File: src/rtl/img_stream_tx_if.sv
// Pixel source handshake plus the outgoing vsync/href/gray frame stream.
interface img_stream_tx_if;
    logic       s_valid;
    logic       s_ready;
    logic [7:0] s_data;
    logic       post_img_vsync;
    logic       post_img_href;
    logic [7:0] post_img_gray;

    // Pixel source side: supplies pixels and observes the stream.
    modport master (
        output s_valid,
        output s_data,
        input  s_ready,
        input  post_img_vsync,
        input  post_img_href,
        input  post_img_gray
    );

    // Transmitter side: accepts pixels and produces the stream.
    modport slave (
        input  s_valid,
        input  s_data,
        output s_ready,
        output post_img_vsync,
        output post_img_href,
        output post_img_gray
    );
endinterface

File: src/rtl/img_stream_tx.sv
// img_stream_tx: turns a valid/ready gray pixel source into a vsync/href frame
// stream with vsync pre/post guard time and horizontal blanking between rows.
// Optional macro IMG_STREAM_TX_UNDERFLOW_EN enables the source-underflow counter;
// without it underflow_cnt is tied to zero.
module img_stream_tx #(
    parameter int unsigned IMG_HDISP = 640,
    parameter int unsigned IMG_VDISP = 480,
    parameter int unsigned V_PRE     = 5,
    parameter int unsigned H_BLANK   = 10,
    parameter int unsigned V_POST    = 5
) (
    input  logic              clk,
    input  logic              rst_n,
    input  logic              frame_start,
    img_stream_tx_if.slave    vif,
    output logic              busy,
    output logic [15:0]       underflow_cnt
);

    localparam int unsigned COL_W   = (IMG_HDISP > 1) ? $clog2(IMG_HDISP) : 1;
    localparam int unsigned ROW_W   = (IMG_VDISP > 1) ? $clog2(IMG_VDISP) : 1;
    localparam int unsigned BLK_MX0 = (V_PRE > H_BLANK) ? V_PRE : H_BLANK;
    localparam int unsigned BLK_MAX = (BLK_MX0 > V_POST) ? BLK_MX0 : V_POST;
    localparam int unsigned BLK_W   = (BLK_MAX > 1) ? $clog2(BLK_MAX) : 1;

    typedef enum logic [2:0] {
        IDLE   = 3'd0,
        VPRE   = 3'd1,
        ACTIVE = 3'd2,
        HBLANK = 3'd3,
        VPOST  = 3'd4
    } state_t;

    state_t             state, state_nx;
    logic [COL_W-1:0]   col, col_nx;
    logic [ROW_W-1:0]   row, row_nx;
    logic [BLK_W-1:0]   blk, blk_nx;
    logic               start_q;
    logic               xfer_c;

    assign xfer_c = vif.s_valid & vif.s_ready;

    // State and position counters.
    always_ff @(posedge clk) begin
        if (!rst_n) begin
            state <= IDLE;
            col   <= '0;
            row   <= '0;
            blk   <= '0;
        end else begin
            state <= state_nx;
            col   <= col_nx;
            row   <= row_nx;
            blk   <= blk_nx;
        end
    end

    // Next-state logic; blank counter is loaded with length-1 and counts down to 0.
    always_comb begin
        state_nx = state;
        col_nx   = col;
        row_nx   = row;
        blk_nx   = blk;
        case (state)
            IDLE: begin
                if (start_q) begin
                    state_nx = VPRE;
                    col_nx   = '0;
                    row_nx   = '0;
                    blk_nx   = BLK_W'(V_PRE - 1);
                end
            end
            VPRE: begin
                if (blk == '0) state_nx = ACTIVE;
                else           blk_nx   = blk - 1'b1;
            end
            ACTIVE: begin
                if (xfer_c) begin
                    if (col == COL_W'(IMG_HDISP - 1)) begin
                        col_nx = '0;
                        if (row == ROW_W'(IMG_VDISP - 1)) begin
                            state_nx = VPOST;
                            blk_nx   = BLK_W'(V_POST - 1);
                        end else begin
                            row_nx   = row + 1'b1;
                            state_nx = HBLANK;
                            blk_nx   = BLK_W'(H_BLANK - 1);
                        end
                    end else begin
                        col_nx = col + 1'b1;
                    end
                end
            end
            HBLANK: begin
                if (blk == '0) state_nx = ACTIVE;
                else           blk_nx   = blk - 1'b1;
            end
            VPOST: begin
                if (blk == '0) state_nx = IDLE;
                else           blk_nx   = blk - 1'b1;
            end
            default: state_nx = IDLE;
        endcase
    end

    // Registered outputs; frame_start is only captured while idle so mid-frame pulses vanish.
    always_ff @(posedge clk) begin
        if (!rst_n) begin
            start_q            <= 1'b0;
            vif.s_ready        <= 1'b0;
            busy               <= 1'b0;
            vif.post_img_vsync <= 1'b0;
            vif.post_img_href  <= 1'b0;
            vif.post_img_gray  <= 8'h00;
        end else begin
            start_q            <= frame_start & (state == IDLE);
            vif.s_ready        <= (state_nx == ACTIVE);
            busy               <= (state_nx != IDLE);
            vif.post_img_vsync <= (state != IDLE);
            vif.post_img_href  <= xfer_c;
            if (xfer_c) vif.post_img_gray <= vif.s_data;
        end
    end

`ifdef IMG_STREAM_TX_UNDERFLOW_EN
    // Saturating count of ACTIVE cycles the source had no pixel; restarts per frame.
    always_ff @(posedge clk) begin
        if (!rst_n) begin
            underflow_cnt <= 16'h0000;
        end else if ((state == IDLE) && start_q) begin
            underflow_cnt <= 16'h0000;
        end else if ((state == ACTIVE) && !vif.s_valid && (underflow_cnt != 16'hFFFF)) begin
            underflow_cnt <= underflow_cnt + 16'h0001;
        end
    end
`else
    assign underflow_cnt = 16'h0000;
`endif

endmodule

File: src/flat_wrapper.sv
// flat-port wrapper written by rule: the top's interface ports become plain ports
module img_stream_tx_flat 
#(
    parameter int unsigned IMG_HDISP = 640,
    parameter int unsigned IMG_VDISP = 480,
    parameter int unsigned V_PRE     = 5,
    parameter int unsigned H_BLANK   = 10,
    parameter int unsigned V_POST    = 5
)
  (clk, rst_n, frame_start, busy, underflow_cnt, vif_s_valid, vif_s_data, vif_s_ready, vif_post_img_vsync, vif_post_img_href, vif_post_img_gray);
  img_stream_tx_if vif_i ();
  input  logic clk;
  input  logic rst_n;
  input  logic frame_start;
  output logic busy;
  output logic [15:0] underflow_cnt;
  input wire logic [$bits(vif_i.s_valid)-1:0] vif_s_valid;
  input wire logic [$bits(vif_i.s_data)-1:0] vif_s_data;
  output wire logic [$bits(vif_i.s_ready)-1:0] vif_s_ready;
  output wire logic [$bits(vif_i.post_img_vsync)-1:0] vif_post_img_vsync;
  output wire logic [$bits(vif_i.post_img_href)-1:0] vif_post_img_href;
  output wire logic [$bits(vif_i.post_img_gray)-1:0] vif_post_img_gray;
  assign vif_i.s_valid = vif_s_valid;
  assign vif_i.s_data = vif_s_data;
  assign vif_s_ready = vif_i.s_ready;
  assign vif_post_img_vsync = vif_i.post_img_vsync;
  assign vif_post_img_href = vif_i.post_img_href;
  assign vif_post_img_gray = vif_i.post_img_gray;
  img_stream_tx #(.IMG_HDISP(IMG_HDISP), .IMG_VDISP(IMG_VDISP), .V_PRE(V_PRE), .H_BLANK(H_BLANK), .V_POST(V_POST)) u_core (.clk(clk), .rst_n(rst_n), .frame_start(frame_start), .vif(vif_i), .busy(busy), .underflow_cnt(underflow_cnt));
endmodule
File: config.mk
export PLATFORM = sky130hd
export DESIGN_NAME = img_stream_tx_flat
export DESIGN_NICKNAME = d
export VERILOG_FILES = /design/src/rtl/img_stream_tx_if.sv /design/src/rtl/img_stream_tx.sv /design/src/flat_wrapper.sv
export SDC_FILE = /design/constraint.sdc
export NUM_CORES = 1
export LEC_CHECK = 0
export BUFFER_PORTS_ARGS = -buffer_cell sky130_fd_sc_hd__buf_2
export CELL_PAD_IN_SITES_DETAIL_PLACEMENT = 2
export CELL_PAD_IN_SITES_GLOBAL_PLACEMENT = 2
export CORE_MARGIN = 3
export CORE_UTILIZATION = 34
export CTS_CLUSTER_DIAMETER = 100
export DETAILED_ROUTE_END_ITERATION = 10
export HOLD_SLACK_MARGIN = 0.06
export PLACE_DENSITY = 0.85
export SYNTH_ARGS = -nofsm -noshare
export SYNTH_HDL_FRONTEND = slang
export SYNTH_SLANG_ARGS = --single-unit
File: constraint.sdc
create_clock -name clk -period 3.3 [get_ports clk]
set_input_delay 0.165 -clock clk [delete_from_list [all_inputs] [get_ports clk]]
set_output_delay 0.165 -clock clk [all_outputs]
set_load 0.05 [all_outputs]
==> run summary, run 1 <==
Final Critical Period: 2.54 ns
CP peak stage delay: 0.61 ns
Sequential Power Share: 42.9%
CP max stage cell: dfxtp_1
worst endpoint data arrival time: 2.78 ns
Die Width: 83.4 um
YS warnings: 0
Final Skew: 0.00492 ns
Ant. Diodes: 0
row cnt: 27
Area growth, synth to finish: 11.9%
Relative slew margins: 42.4%
clock share of power: 41.7%
Top Ports: 40
H-tree Lvls: 2
via count: 1897
Initial Utilization: 36.1%
Area contributors post-synth: dfxtp_1 38%, a21oi_1 5.9%, buf_4 5.9%
Least-Margin Pin Slew: 0.855 ns
Top Metal Used: met4
syn_area_per_cell: 8.24 um2
Root Driver: clkbuf_8
Yosys cell types: 48
Max Cap Violations: 0
layout cells sized above 1: 13.1%
Placer Congestion: 0.767
Final setup viols: 0
fin. max-slew vios: 0
crit path launch type: flop
Fin Setup TNS: 0 ns
dominant synthesized flop cell: dfxtp_1
CTS clk-pin slew, worst paths: 0.08 ns
WP data required: 3.54 ns
CP max FO: 15
Cell Area, Synth: 2030 um2
CTS buffer count: 5
CTS tree: yes
Post-CTS Hold Buffers: 0
Combinational Power Share: 15.4%
worst-case clock buffer depth: 2
post-CTS resize count: 0
GR Util All Layers: 18.6%
CP Class: reg -> reg
DR WL met3: 216 um
GR Overflow Total: 0
CP endpoint kind: flop
Final Cycle Share: 77.0%
vias in the first global route: 2052
Nets: 281
PortBufs: 23
PwrDens: 513 nW/um2
first-pass GRT wire length: 10400 um
per-cell routed wire length: 18.4 um
Post-CTS Setup Inserts: 0
crit-path cells: or3b_1, or4_1, or4_1, a21oi_1
Critical Path Most Common Cell: or4_1
DRT Pass-1 Iters: 4
Iter 0 DRT Violations: 58
DR vias/cell: 5.60
sw frac: 28.7%
Skew-Pair Late Insertion Delay: 0.30 ns
Max rail drop VDD: 0.216 mV
Yosys top cell area share: 38.4%
Seq/Total Area, Yosys: 38.4%
dpl hpwl: 4430 um
met2 WL post-DR: 3130 um
Hold WC Path Type: in -> reg
run status: completed
asr flop ratio synth: 0%
sw power: 335 uW
Die Ht: 83.4 um
Max Fclk: 0.394 GHz
wl on met1: 2690 um
Pleak: 0.889 nW
P_int: 833 uW
RSZ-0062 raised after global routing: false
Post-DP Area: 2140 um2
final instance area: 2280 um2
Die Area: 6950 um2
Post-synth EDFFs: 0
synthesized instance count: 247
largest net degree at the start of global routing: 22
initial antenna violation count: 0
top cell type by total area after synthesis: dfxtp_1
final hold vios: 0
final wirelength: 6230 um
synthesized flop and latch total: 39
Core Box Area: 5640 um2
CTS Sinks: 39
Fillers: 656
DRC errors left: 0
Routed Antenna Nets: 0
## layout by cell type (no fill, tap or decap), types with 3 or more instances in the layout
cell and n:
a21oi_1 24, and2_1 4, and3_1 6, buf_2 23
clkbuf_8 5, conb_1 16, dfxtp_1 39, ha_1 3
inv_1 4, mux2i_1 4, nand2_1 32, nand3_1 9
nand4_1 3, nor2_1 11, nor3_1 5, nor4_1 4
o211ai_1 6, o21ai_0 6, o31ai_1 4, or3_1 10
or4_1 6, xor2_1 4
## power by group through the flow
| stage | Clock (mW) | Combinational (mW) | Sequential [mW] |
|---|---|---|---|
| floorplan | 0 | 0.136 | 0.526 |
| global placement | 0 | 0.172 | 0.510 |
| detailed placement | 0 | 0.178 | 0.512 |
| CTS | 0.501 | 0.180 | 0.501 |
| global route | 0.518 | 0.195 | 0.504 |
| finish | 0.487 | 0.180 | 0.501 |
## metal layers
metal,up-vias,global-route usage [%]
met2,40,33.0
li1,912,-
met1,930,21.1
met5,-,0
met4,0,8.47
met3,15,4.27
## sequential cells by signal, indices dropped and copies added (netlist names)
name                       cells
u_core.busy                    1
u_core.vif.post_img_vsync      1
u_core.blk                     4
u_core.vif.post_img_href       1
u_core.start_q                 1
u_core.col                    10
u_core.row                     9
u_core.vif.s_ready             1
u_core.vif.post_img_gray       8
u_core.state                   3
## worst paths after layout
path                                    start                          end  slack, ns  cells after the start
setup reg to reg              u_core.state[1]                u_core.row[3]       0.76                      4
hold reg to reg   u_core.vif.post_img_gray[1]  u_core.vif.post_img_gray[1]       0.47                      2
setup / recovery              u_core.state[1]                u_core.row[3]       0.76                      4
hold / removal                    frame_start               u_core.start_q       0.08                      2
## worst max-delay path: cells and delay by family (launching register included)
family,cells,cell delay [ns]
AND/OR/NAND/NOR,3,1.70
AO/OA/AOI/OAI,1,0.16
flip-flops,1,0.61
## cell type report
cell class / count / area (um2) / share of cell area, %
timing repair buffer: 25 / 130 / 5.72
inverter: 4 / 15.0 / 0.660
sequential: 39 / 781 / 34.3
multi-input combinational: 191 / 1130 / 49.5
clock inverter: 2 / 60.1 / 2.64
tap: 72 / 90.1 / 3.96
clock buffer: 6 / 72.6 / 3.19
## synthesized netlist by cell type, types with 2 or more instances
cell type   n
nor4_1      4
nor2_1     11
a211oi_1    2
or4_1       6
dfxtp_1    39
o31ai_1     4
nand4_1     3
ha_1        3
o211ai_1    6
and4_1      2
nand3_1     9
a21o_1      2
or4b_2      2
a31oi_1     2
a21oi_1    24
mux2i_1     4
nand4bb_1   2
and2_1      4
and3_1      6
o21ai_0     6
inv_1       4
buf_2       2
or3_1      10
clkbuf_1   10
o22ai_1     2
a41o_1      2
nor3b_1     2
buf_4      16
nor3_1      5
nand2_1    32
xor2_1      4
## cells by family (layout without fill, tap and decap cells)
kind of cell	after synthesis	in the layout	share of synthesized area [%]
flops	39	39	38.4
simple gates	105	105	28.5
xor+xnor	5	5	2.15
mux	4	4	1.97
fa+ha+maj	3	3	1.85
compound gates	58	58	18.0
other cells	1	16	0.184
buf+inv	32	37	8.98
## per-stage QoR
stage	hold WS (ns)	total power [mW]	setup WS (ns)	utilization, %	cells
after detailed placement	0.400	0.690	0.831	38.0	331
final	0.0819	1.17	0.759	40.3	339
after floorplan	0.301	0.662	1.07	-	262
after global placement	0.394	0.682	0.908	38.0	331
after CTS	0.0789	1.18	0.799	40.3	339
after global routing	0.0825	1.22	0.651	40.3	339
No activity file was read; power rests on OpenSTA's default activity.
==> run 2: changes to the inputs <==
Settings changed: CORE_UTILIZATION 34 to 32, PLACE_DENSITY 0.85 to 0.81.
Clock period 3.3 ns to 2.5 ns, I/O delays scaled along.
==> run 2 against run 1 <==
  * First-iteration DRC count grew 110%
  * Critical path depth grew 1
  * Clock skew grew 0.0054 ns
  * Maximum frequency grew 12%
  * Final area grew 5.4%
  * Largest power group unchanged
  * Non-clock buffer count grew 13
  * Die area grew 5.8%
  * Wire length grew 3.5%
  * Worst hold slack gained 0.0035 ns
==> run summary, run 2 (same netlist as run 1, synthesis figures left out) <==
Pleak: 0.948 nW (was 0.889 nW)
Max Fclk: 0.440 GHz (was 0.394 GHz)
DRC errors left: 0 (unchanged)
Skew-Pair Late Insertion Delay: 0.30 ns (about the same)
crit path launch type: flop (unchanged)
worst r2r src: u_core.col[0] (was u_core.state[1])
Nets: 294 (was 281)
row cnt: 28 (was 27)
most frequent cells in the layout: 39 x dfxtp_1, 32 x nand2_1, 24 x a21oi_1 (unchanged)
Placement Setup Slack: 0.299 ns (was 0.831 ns)
Fin Setup TNS: 0 ns (unchanged)
largest register by flop count: u_core.col (unchanged)
Least-Margin Pin Slew: 0.750 ns (was 0.855 ns)
Root Driver: clkbuf_8 (unchanged)
first-pass GRT wire length: 11000 um (was 10400 um)
via count: 1971 (was 1897)
PortBufs: 23 (unchanged)
Hold WC Path Type: in -> reg (unchanged)
Die Width: 85.7 um (was 83.4 um)
CP endpoint kind: flop (unchanged)
largest net degree at the start of global routing: 22 (unchanged)
DRT Pass-1 Iters: 4 (unchanged)
Core Box Area: 6030 um2 (was 5640 um2)
largest registers: u_core.col (10), u_core.row (9), u_core.vif.post_img_gray (8) (unchanged)
post-CTS resize count: 0 (unchanged)
DR vias/cell: 5.55 (was 5.60)
CP peak stage delay: 0.71 ns (was 0.61 ns)
per-cell routed wire length: 18.1 um (was 18.4 um)
Die Ht: 85.7 um (was 83.4 um)
GR Overflow Total: 0 (unchanged)
max FFs per register: 10 (unchanged)
H-tree Lvls: 2 (unchanged)
Final setup viols: 0 (unchanged)
Die Area: 7350 um2 (was 6950 um2)
Relative slew margins: 49.5% (was 42.4%)
Ant. Diodes: 0 (unchanged)
GR Util All Layers: 18.6% (about the same)
PwrDens: 656 nW/um2 (was 513 nW/um2)
Final Cycle Share: 90.9% (was 77.0%)
Hold Path Stages: 3 (was 2)
Placer Congestion: 0.789 (was 0.767)
CTS tree: yes (unchanged)
CP max stage cell: or4_1 (was dfxtp_1)
hold path startpoint: vif_s_data[3] (was frame_start)
dpl hpwl: 4260 um (was 4430 um)
Max rail drop VDD: 0.312 mV (was 0.216 mV)
Final Critical Period: 2.27 ns (was 2.54 ns)
worst-case clock buffer depth: 2 (unchanged)
Hold WS: 0.0854 ns (was 0.0819 ns)
final setup margin: 0.228 ns (was 0.759 ns)
crit-path cells: ha_1, nand4_1, or4_1, or4_1, a21oi_1 (was or3b_1, or4_1, or4_1, a21oi_1)
vias in the first global route: 2187 (was 2052)
Iter 0 DRT Violations: 119 (was 58)
final instance area: 2400 um2 (was 2280 um2)
initial antenna violation count: 0 (unchanged)
layout cells sized above 1: 15.0% (was 13.1%)
r2r worst-path depth: 5 (was 4)
CTS Sinks: 39 (unchanged)
CP Class: reg -> reg (unchanged)
final wirelength: 6440 um (was 6230 um)
final hold vios: 0 (unchanged)
Max Cap Violations: 0 (unchanged)
Post-DP Area: 2190 um2 (was 2140 um2)
WP data required: 2.73 ns (was 3.54 ns)
Area growth, synth to finish: 17.9% (was 11.9%)
Worst setup startpoint: u_core.col[0] (was u_core.state[1])
CTS clk-pin slew, worst paths: 0.09 ns (was 0.08 ns)
worst endpoint data arrival time: 2.50 ns (was 2.78 ns)
RSZ-0062 raised after global routing: false (unchanged)
run status: completed (unchanged)
CTS buffer count: 5 (unchanged)
Critical Path Most Common Cell: or4_1 (unchanged)
Final Skew: 0.0104 ns (was 0.00492 ns)
Top Ports: 40 (unchanged)
CP max FO: 9 (was 15)
Routed Antenna Nets: 0 (unchanged)
commonest non-fill, non-tap cell in the layout: dfxtp_1 (unchanged)
Initial Utilization: 33.8% (was 36.1%)
fin. max-slew vios: 0 (unchanged)
-- run 2: cell types whose count changed in the layout (fill, tap and decap cells not counted) --
cell and delta:
clkinvlp_4 +1, clkbuf_1 -1, dlygate4sd3_1 +7, buf_4 +6
-- run 2: worst paths after layout --
check	endpoint	slack (ns)
max	u_core.row[3]	0.23
min reg2reg	u_core.vif.post_img_gray[6]	0.46
min	u_core.vif.post_img_gray[3]	0.09
max reg2reg	u_core.row[3]	0.23
-- run 2: where the power goes --
group / internal [mW] / total (mW) / switching, mW
clock network: 0.398 / 0.652 / 0.253
logic: 0.0784 / 0.266 / 0.188
registers: 0.640 / 0.655 / 0.0152
-- run 2: critical path: cells and delay by family, from the launching register on --
kind                       cells  cell delay, ns
DFF                            1            0.38
AOI/OAI and AO/OA              1            0.15
adders and majority gates      1            0.22
and+or+nand+nor                3            1.44
-- run 2: what timing repair did --
item / in CTS / in global routing
hold buffers: 7 / 0
hold endpoints to repair: 7 / 0
setup buffers: 0 / 0
-- run 2: routing by layer --
layer | routed length, um | track usage, % | up-vias
met3 | 193 | 3.55 | 13
met4 | 148 | 6.76 | 0
met1 | 2840 | 22.5 | 975
met5 | 0 | 0 | -
li1 | - | - | 937
met2 | 3260 | 32.8 | 46
-- run 2: layout make-up --
| cell class | count | area [um2] |
|---|---|---|
| inverters | 4 | 15.0 |
| clock inverters | 3 | 67.6 |
| well taps | 75 | 93.8 |
| clock buffers | 5 | 68.8 |
| repair buffers | 38 | 245 |
| flip-flops and latches | 39 | 781 |
| fillers | 707 | 3630 |
| multi-input cells | 191 | 1130 |
-- run 2: metrics by stage --
step | instances | power (mW) | util, %
after floorplan | 262 | 0.874 | -
after global placement | 340 | 0.914 | 36.4
after detailed placement | 340 | 0.922 | 36.4
after CTS | 355 | 1.59 | 39.8
after global routing | 355 | 1.64 | 39.8
final | 355 | 1.57 | 39.8
==> run 3: changes to the inputs <==
Settings changed: PLACE_DENSITY 0.81 to not set, PLACE_DENSITY_LB_ADDON set to 0.25.
==> run 3 against run 2 <==
  * Wire length down 9.1%
  * Sequential cell count stayed put
  * Sequential power hardly changed
  * Worst setup slack improved by 0.085 ns
  * Via count down 2.6%
  * Largest power group unchanged
  * Worst hold slack worse by 0.026 ns
  * Critical endpoint is now u_core.row[5]
  * Non-clock buffer count decreased by 3
==> run summary, run 3 (same netlist as run 1, synthesis figures left out) <==
Max rail drop VDD: 0.236 mV (was 0.312 mV)
footprint of the multi-input gates: 1130 um2 (unchanged)
Die Area: 7350 um2 (unchanged)
DR vias/cell: 5.45 (was 5.55)
Top Metal Used: met4 (unchanged)
Routed Antenna Nets: 0 (unchanged)
worst-case clock buffer depth: 2 (unchanged)
DP Cell Count: 340 (unchanged)
CTS clk-pin slew, worst paths: 0.08 ns (was 0.09 ns)
largest register by flop count: u_core.col (unchanged)
Skew-Pair Late Insertion Delay: 0.30 ns (about the same)
DRC errors left: 0 (unchanged)
Least-Margin Pin Slew: 0.812 ns (was 0.750 ns)
Combinational Power Share: 18.3% (was 16.9%)
Fillers: 722 (was 707)
largest registers: u_core.col (10), u_core.row (9), u_core.vif.post_img_gray (8) (unchanged)
final hold vios: 0 (unchanged)
Final Critical Period: 2.19 ns (was 2.27 ns)
Top Ports: 40 (unchanged)
sequential cell area: 781 um2 (unchanged)
max FFs per register: 10 (unchanged)
sw power: 441 uW (was 456 uW)
CTS Sinks: 39 (unchanged)
Post-CTS Setup Inserts: 0 (unchanged)
Ant. Diodes: 0 (unchanged)
fin. max-slew vios: 0 (unchanged)
CP endpoint kind: flop (unchanged)
Area growth, synth to finish: 14.8% (was 17.9%)
CTS tree: yes (unchanged)
first-pass GRT wire length: 9840 um (was 11000 um)
Root Driver: clkbuf_8 (unchanged)
Final Non-Filler Cells: 352 (was 355)
largest net degree at the start of global routing: 22 (unchanged)
PortBufs: 23 (unchanged)
WP data required: 2.73 ns (about the same)
P_int: 966 uW (was 1.12 mW)
Core Box Area: 6030 um2 (unchanged)
DR WL met3: 163 um (was 193 um)
Placer Congestion: 0.777 (was 0.789)
Tot Pwr: 1.41 mW (was 1.57 mW)
Hold WC Path Type: in -> reg (unchanged)
via count: 1920 (was 1971)
dpl hpwl: 4310 um (was 4260 um)
commonest non-fill, non-tap cell in the layout: dfxtp_1 (unchanged)
row cnt: 28 (unchanged)
initial antenna violation count: 0 (unchanged)
final wirelength: 5860 um (was 6440 um)
per-cell routed wire length: 16.6 um (was 18.1 um)
Final Skew: 0.0113 ns (was 0.0104 ns)
Die Width: 85.7 um (unchanged)
most frequent cells in the layout: 39 x dfxtp_1, 32 x nand2_1, 24 x a21oi_1 (unchanged)
Iter 0 DRT Violations: 56 (was 119)
Sequential Power Share: 46.5% (was 41.6%)
Die Ht: 85.7 um (unchanged)
Initial Utilization: 33.8% (unchanged)
sw frac: 31.3% (was 29.0%)
Post-CTS Hold Buffers: 4 (was 7)
crit path launch type: flop (unchanged)
worst endpoint data arrival time: 2.42 ns (was 2.50 ns)
clock share of power: 35.1% (was 41.4%)
Pleak: 0.921 nW (was 0.948 nW)
Post-DP Area: 2190 um2 (unchanged)
run status: completed (unchanged)
DRT Pass-1 Iters: 4 (unchanged)
vias in the first global route: 2012 (was 2187)
met2 WL post-DR: 2960 um (was 3260 um)
Final Cycle Share: 87.5% (was 90.9%)
GR Util All Layers: 16.8% (was 18.6%)
Nets: 291 (was 294)
CTS buffer count: 5 (unchanged)
FF-to-FF setup slack: 0.31 ns (was 0.23 ns)
RSZ-0062 raised after global routing: false (unchanged)
Fin Setup TNS: 0 ns (unchanged)
post-CTS resize count: 0 (unchanged)
Max Cap Violations: 0 (unchanged)
PwrDens: 602 nW/um2 (was 656 nW/um2)
GR Overflow Total: 0 (unchanged)
wl on met1: 2650 um (was 2840 um)
H-tree Lvls: 2 (unchanged)
Relative slew margins: 45.3% (was 49.5%)
Worst setup startpoint: u_core.col[0] (unchanged)
Final setup viols: 0 (unchanged)
final instance area: 2340 um2 (was 2400 um2)
CP Class: reg -> reg (unchanged)
hold path startpoint: vif_s_data[2] (was vif_s_data[3])
layout cells sized above 1: 15.2% (was 15.0%)
Max Fclk: 0.457 GHz (was 0.440 GHz)
worst r2r src: u_core.col[0] (unchanged)
CP max FO: 9 (unchanged)
==> run 3: power groups by stage <==
stage / registers [mW] / logic, mW / clock network, mW
after floorplan: 0.695 / 0.179 / 0
after global placement: 0.668 / 0.248 / 0
after detailed placement: 0.669 / 0.253 / 0
after CTS: 0.655 / 0.259 / 0.506
after global routing: 0.657 / 0.282 / 0.529
final: 0.655 / 0.258 / 0.494
==> run 3: cell type report <==
cell class              count  share of cell area (%)
flip-flops and latches     39                    33.4
multi-input cells         191                    48.3
well taps                  75                    4.02
inverters                   4                   0.643
repair buffers             35                    9.21
clock inverters             1                   0.321
clock buffers               7                    4.12
==> run 3: final timing paths <==
path / cells past startpoint / end
hold reg to reg: 2 / u_core.vif.post_img_gray[2]
setup reg to reg: 5 / u_core.row[5]
hold / removal: 3 / u_core.vif.post_img_gray[2]
setup / recovery: 5 / u_core.row[5]
==> run 3: critical path, cell delays in order (launching register included) <==
cell and delay, ns:
dfxtp_1 0.37, ha_1 0.22, nand4_1 0.16, or4_1 0.68
or4_1 0.54, a21oi_1 0.15
==> run 3: through the flow <==
step           setup slack [ns]  hold WS (ns)  utilization (%)
3_3_place_gp              0.374         0.355             36.4
2_1_floorplan             0.271         0.261                -
5_1_grt                   0.129        0.0796             38.8
3_5_place_dp              0.305         0.360             36.4
4_1_cts                   0.282        0.0607             38.8
6_report                  0.313        0.0597             38.8
==> run 3: layer usage <==
layer	vias to the layer above	global-route usage (%)
met5	-	0
met4	0	6.04
met1	948	20.6
li1	930	-
met2	35	29.2
met3	7	3.27
